**src/rtl/count_uart_tx.sv**
```systemverilog
// Captures an 8-bit count into a one-entry holding buffer and transmits it as an 8N1 UART frame.
// A capture happens on a change of i_count_in, or on a rising edge of i_send_req.
module count_uart_tx #(
  parameter int unsigned CLKS_PER_BIT = 16
) (
  input  logic       i_clk,
  input  logic       i_rst_n,
  input  logic [7:0] i_count_in,
  input  logic       i_send_mode,
  input  logic       i_send_req,
  output logic       o_tx,
  output logic       o_busy,
  output logic       o_overrun,
  output logic [7:0] o_frames_sent
);

  typedef enum logic [1:0] {StIdle, StStart, StData, StStop} state_e;

  localparam logic [11:0] LastCnt = 12'(CLKS_PER_BIT - 1);

  state_e      r_state;
  logic [11:0] r_bit_cnt;
  logic [2:0]  r_bit_idx;
  logic [7:0]  r_shift;
  logic [7:0]  r_frames;
  logic        r_tx;

  logic [7:0]  r_hold_data;
  logic        r_hold_valid;
  logic [7:0]  r_last_seen;
  logic        r_req_q;
  logic        r_overrun;

  logic        w_event;
  logic        w_drain;
  logic        w_bit_end;

  assign w_event   = i_send_mode ? (i_send_req & ~r_req_q) : (i_count_in != r_last_seen);
  assign w_drain   = (r_state == StIdle) & r_hold_valid;
  assign w_bit_end = (r_bit_cnt == LastCnt);

  // Holding buffer; an event coinciding with a drain refills it without flagging overrun.
  always_ff @(posedge i_clk) begin
    if (!i_rst_n) begin
      r_hold_data  <= 8'h00;
      r_hold_valid <= 1'b0;
      r_last_seen  <= 8'h00;
      r_req_q      <= 1'b0;
      r_overrun    <= 1'b0;
    end else begin
      r_last_seen <= i_count_in;
      r_req_q     <= i_send_req;
      if (w_event) begin
        r_hold_data  <= i_count_in;
        r_hold_valid <= 1'b1;
        if (r_hold_valid && !w_drain) begin
          r_overrun <= 1'b1;
        end
      end else if (w_drain) begin
        r_hold_valid <= 1'b0;
      end
    end
  end

  // Transmit FSM; r_tx is updated together with the state so the line level leads the state.
  always_ff @(posedge i_clk) begin
    if (!i_rst_n) begin
      r_state   <= StIdle;
      r_tx      <= 1'b1;
      r_bit_cnt <= 12'd0;
      r_bit_idx <= 3'd0;
      r_shift   <= 8'h00;
      r_frames  <= 8'h00;
    end else begin
      unique case (r_state)
        StIdle: begin
          r_tx      <= 1'b1;
          r_bit_cnt <= 12'd0;
          if (r_hold_valid) begin
            r_shift <= r_hold_data;
            r_tx    <= 1'b0;
            r_state <= StStart;
          end
        end
        StStart: begin
          if (w_bit_end) begin
            r_bit_cnt <= 12'd0;
            r_bit_idx <= 3'd0;
            r_tx      <= r_shift[0];
            r_state   <= StData;
          end else begin
            r_bit_cnt <= r_bit_cnt + 12'd1;
          end
        end
        StData: begin
          if (w_bit_end) begin
            r_bit_cnt <= 12'd0;
            if (r_bit_idx == 3'd7) begin
              r_tx    <= 1'b1;
              r_state <= StStop;
            end else begin
              r_bit_idx <= r_bit_idx + 3'd1;
              r_shift   <= {1'b0, r_shift[7:1]};
              r_tx      <= r_shift[1];
            end
          end else begin
            r_bit_cnt <= r_bit_cnt + 12'd1;
          end
        end
        StStop: begin
          if (w_bit_end) begin
            r_bit_cnt <= 12'd0;
            r_frames  <= r_frames + 8'd1;
            r_state   <= StIdle;
          end else begin
            r_bit_cnt <= r_bit_cnt + 12'd1;
          end
        end
        default: r_state <= StIdle;
      endcase
    end
  end

  assign o_tx          = r_tx;
  assign o_busy        = (r_state != StIdle) | r_hold_valid;
  assign o_overrun     = r_overrun;
  assign o_frames_sent = r_frames;

endmodule

```
**config.mk**
```make
export PLATFORM = sky130hd
export DESIGN_NAME = count_uart_tx
export DESIGN_NICKNAME = d
export VERILOG_FILES = /design/src/rtl/count_uart_tx.sv
export SDC_FILE = /design/constraint.sdc
export NUM_CORES = 1
export LEC_CHECK = 0
export ABC_AREA = 1
export ABC_CLOCK_PERIOD_IN_PS = 1600
export BUFFER_PORTS_ARGS = -buffer_cell sky130_fd_sc_hd__buf_2
export CORE_MARGIN = 5
export CORE_UTILIZATION = 53
export DETAILED_ROUTE_END_ITERATION = 10
export GPL_TIMING_DRIVEN = 0
export HOLD_SLACK_MARGIN = 0.15
export PLACE_DENSITY = 0.84
export SYNTH_ARGS = -nofsm -noshare
export SYNTH_HDL_FRONTEND = slang
export SYNTH_SLANG_ARGS = --single-unit
```
**constraint.sdc**
```tcl
create_clock -name i_clk -period 1.6 [get_ports i_clk]
set_clock_uncertainty 0.15 [all_clocks]
set_input_delay 0.08 -clock i_clk [delete_from_list [all_inputs] [get_ports i_clk]]
set_output_delay 0.08 -clock i_clk [all_outputs]
set_load 0.1 [all_outputs]
```
==> qor.yml <==
placement:
  dpl.hpwl_um: 3760
  port_buffers: 22
  place.gp.congestion: 0.824
  post-place-ws_ns: -0.223
drt:
  routed_wl_um: 7290
  vias: 2624
  drc: 0
  detailedRoute.firstIterationViolations: 271
  ant_nets: 0
  routed_wire_length_per_instance_um: 14.7
  drt_pass1_iterations: 6
  routed_via_density: 5.29
die:
  core_area_um2: 4720
  die_w_um: 79.7
  start_util_pct: 54.4
  fp.dieArea_um2: 6340
  die_y_um: 79.7
  num_rows: 25
  pin_count: 23
timing:
  final_min_period_over_clock_period_pct: 112
  timing.final.hold_violations: 0
  slew_violations: 0
  fmaxAchievable_ghz: 0.560
  hold_slack_ns: 0.189
  worstMarginPinSlew_ns: 0.673
  setup_viol: 27
  layout_min_cycle_time_ns: 1.79
  grt_setup_unrepaired: "true"
  fin_ws_ns: -0.185
  worst_slew_margin_rel_pct: 55.2
layout:
  antenna_cells: 0
  layout_common_cells: "nand2_1, inv_1, nor2_1"
  number_of_fill_cells_in_the_layout: 309
  fin_nets: 449
  areaGrowthSynthToFinish_pct: 34.0
  drive_above_1_share_pct: 27.7
  layout.core_utilization_pct: 72.9
  final_common_cell: "nand2_1"
worst_setup_path:
  critical_path.max_stage_delay_ns: 0.38
  critical_path.cell_chain: "inv_4 -> ha_4 -> buf_8 -> nor2_1 -> nand2_1 -> nand2_2 -> nand2_1 -> o21ai_0 -> nor2_1"
  criticalPathCategory: "flip-flop to flip-flop"
  cp_data_required_time_ns: 1.66
  critPathLaunch: "r_state[0]"
  path_max_fanout: 9
  worst_setup_path_start_kind: "flip-flop"
  cp.arrival_ns: 1.84
  worstReg2RegStart: "r_state[0]"
  critical_path.slowest_cell: "dfxtp_4"
  cp-end-kind: "flip-flop"
cts:
  cts-root-buf: "clkbuf_8"
  numClockSinks: 53
  cts-root-to-sink-buffers: 2
  ctsHtreeMaxLevel: 2
  cts.clk_slew.worst_paths_ns: 0.10
  cts_tree: "done"
  cts_buffers: 5
  clk-insertion-delay-late_ns: 0.32
job:
  cap_violations: 0
logic_synthesis:
  seq_area_frac_synth_pct: 41.3
  synth.ff_latch_count: 53
  yosysUniqueCellTypes: 30
  syn_avg_cell_area_um2: 6.99
  synth.net_count: 389
  syn_area_um2: 2570
  postSynthCellCount: 368
  yosys_warnings: 0
pwr:
  cellLeakagePower_nw: 1.59
  worst_ir_drop_vdd_mv: 0.765
  pwr_density_cell_nw_per_um2: 1210
global_route:
  antenna_violations_before_repair: 0
  grt_pass1_vias: 2390
  grt_first_pass_wirelength_um: 10300
  globalRouteOverflowTotal: 0
  grt_max_degree: 18
  groute.usage.overall_pct: 20.8
outcome:
  violations: "negative setup slack"
  run_status: "finished with violations"
worst_hold_path:
  hold_wc_path_type: "input pin to flip-flop"
  hold_path_startpoint: "i_rst_n"
where the power goes:
group / internal (mW) / total [mW] / switching (mW)
Combinational: 0.760 / 1.84 / 1.08
Sequential: 1.45 / 1.55 / 0.0988
Clock: 0.311 / 0.776 / 0.464
Total: 2.52 / 4.16 / 1.64
cell families after synthesis:
group,Yosys count,share of synthesized area (%)
compound gates,42,9.10
xor+xnor,9,3.07
fa+ha+maj,9,4.38
buf+inv,74,11.3
flops,53,41.3
simple gates,181,30.9
worst max-delay path, delay by kind of cell (launching register included):
kind | cells | cell delay [ns]
simple gates | 5 | 0.52
fa+ha+maj | 1 | 0.18
flops | 1 | 0.38
compound gates | 1 | 0.25
buf+inv | 2 | 0.20
synthesized netlist by cell type:
library cell  number  area share [%]
buf_2              1            0.19
o21ai_2            1            0.34
clkbuf_1           5            0.73
o21ai_0           17             3.3
ha_1               9             4.4
nor3b_1            2            0.58
nand2_1           89              13
a31o_2             1            0.34
nand4_1           12             2.9
xnor2_1            2            0.68
nand3_4            1            0.68
and3b_1            1            0.34
buf_6              1            0.44
dfxtp_1           53              41
nand2_2            3            0.73
and3_1             1            0.24
o211ai_1           1            0.29
or2_2              1            0.24
a21oi_1           21             4.1
buf_4              1            0.29
o21bai_4           1            0.73
nor2_4             1            0.44
nor3_1             6             1.2
nor2_1            46             6.7
nand3_1           14             2.7
nor2_2             3            0.73
buf_1              1            0.15
inv_1             65             9.5
nand3_2            1            0.39
xor2_1             7             2.4
per-layer routing:
layer  up-vias  GRT usage, %  wire length [um]
met2       112          36.9              3770
li1       1269             -                 -
met4         0          10.3               230
met5         -             0                 0
met1      1217          22.9              2880
met3        26          5.19               400
path summary, 6_finish.rpt:
check,endpoint,slack (ns),depth (start not counted)
min,r_bit_idx[0],0.19,4
max reg2reg,r_state[0],-0.19,9
min reg2reg,r_shift[3],0.32,2
max,r_state[0],-0.19,9
final cells by class:
cell class,instances,area (um2),share of cell area (%)
sequential,53,1090,31.6
clock inverter,3,22.5,0.654
buffer,9,78.8,2.29
inverter,65,251,7.30
timing repair buffer,53,425,12.4
clock buffer,5,68.8,2.00
tap,67,83.8,2.43
multi-input combinational,241,1420,41.3
sequential cells by signal, summed over array words and instances, names as in the netlist:
name,cells
o_frames_sent,8
r_state,2
r_hold_data,8
r_last_seen,8
o_tx,1
r_hold_valid,1
r_bit_cnt,12
r_bit_idx,3
o_overrun,1
r_req_q,1
r_shift,8
through the flow:
stage | setup TNS, ns | area (um2) | power, mW | std cells
after CTS | -0.0321 | 3250 | 3.75 | 485
after global routing | -3.78 | 3440 | 4.35 | 496
after detailed placement | -4.38 | 2800 | 2.58 | 457
after floorplan | -0.0412 | 2600 | 2.36 | 368
after global placement | -3.02 | 2800 | 2.55 | 457
final | -1.63 | 3440 | 4.16 | 496
repair_timing:
| action | in CTS | in global routing |
|---|---|---|
| setup buffers | 9 | 10 |
| resized for setup | 51 | 37 |
| endpoints found under the setup margin | 34 | 37 |
| pin swaps | 11 | 14 |
| hold buffers | 11 | 0 |
| cloned | 0 | 1 |
| hold endpoints to repair | 30 | 0 |
No activity file was read; power rests on OpenSTA's default activity.
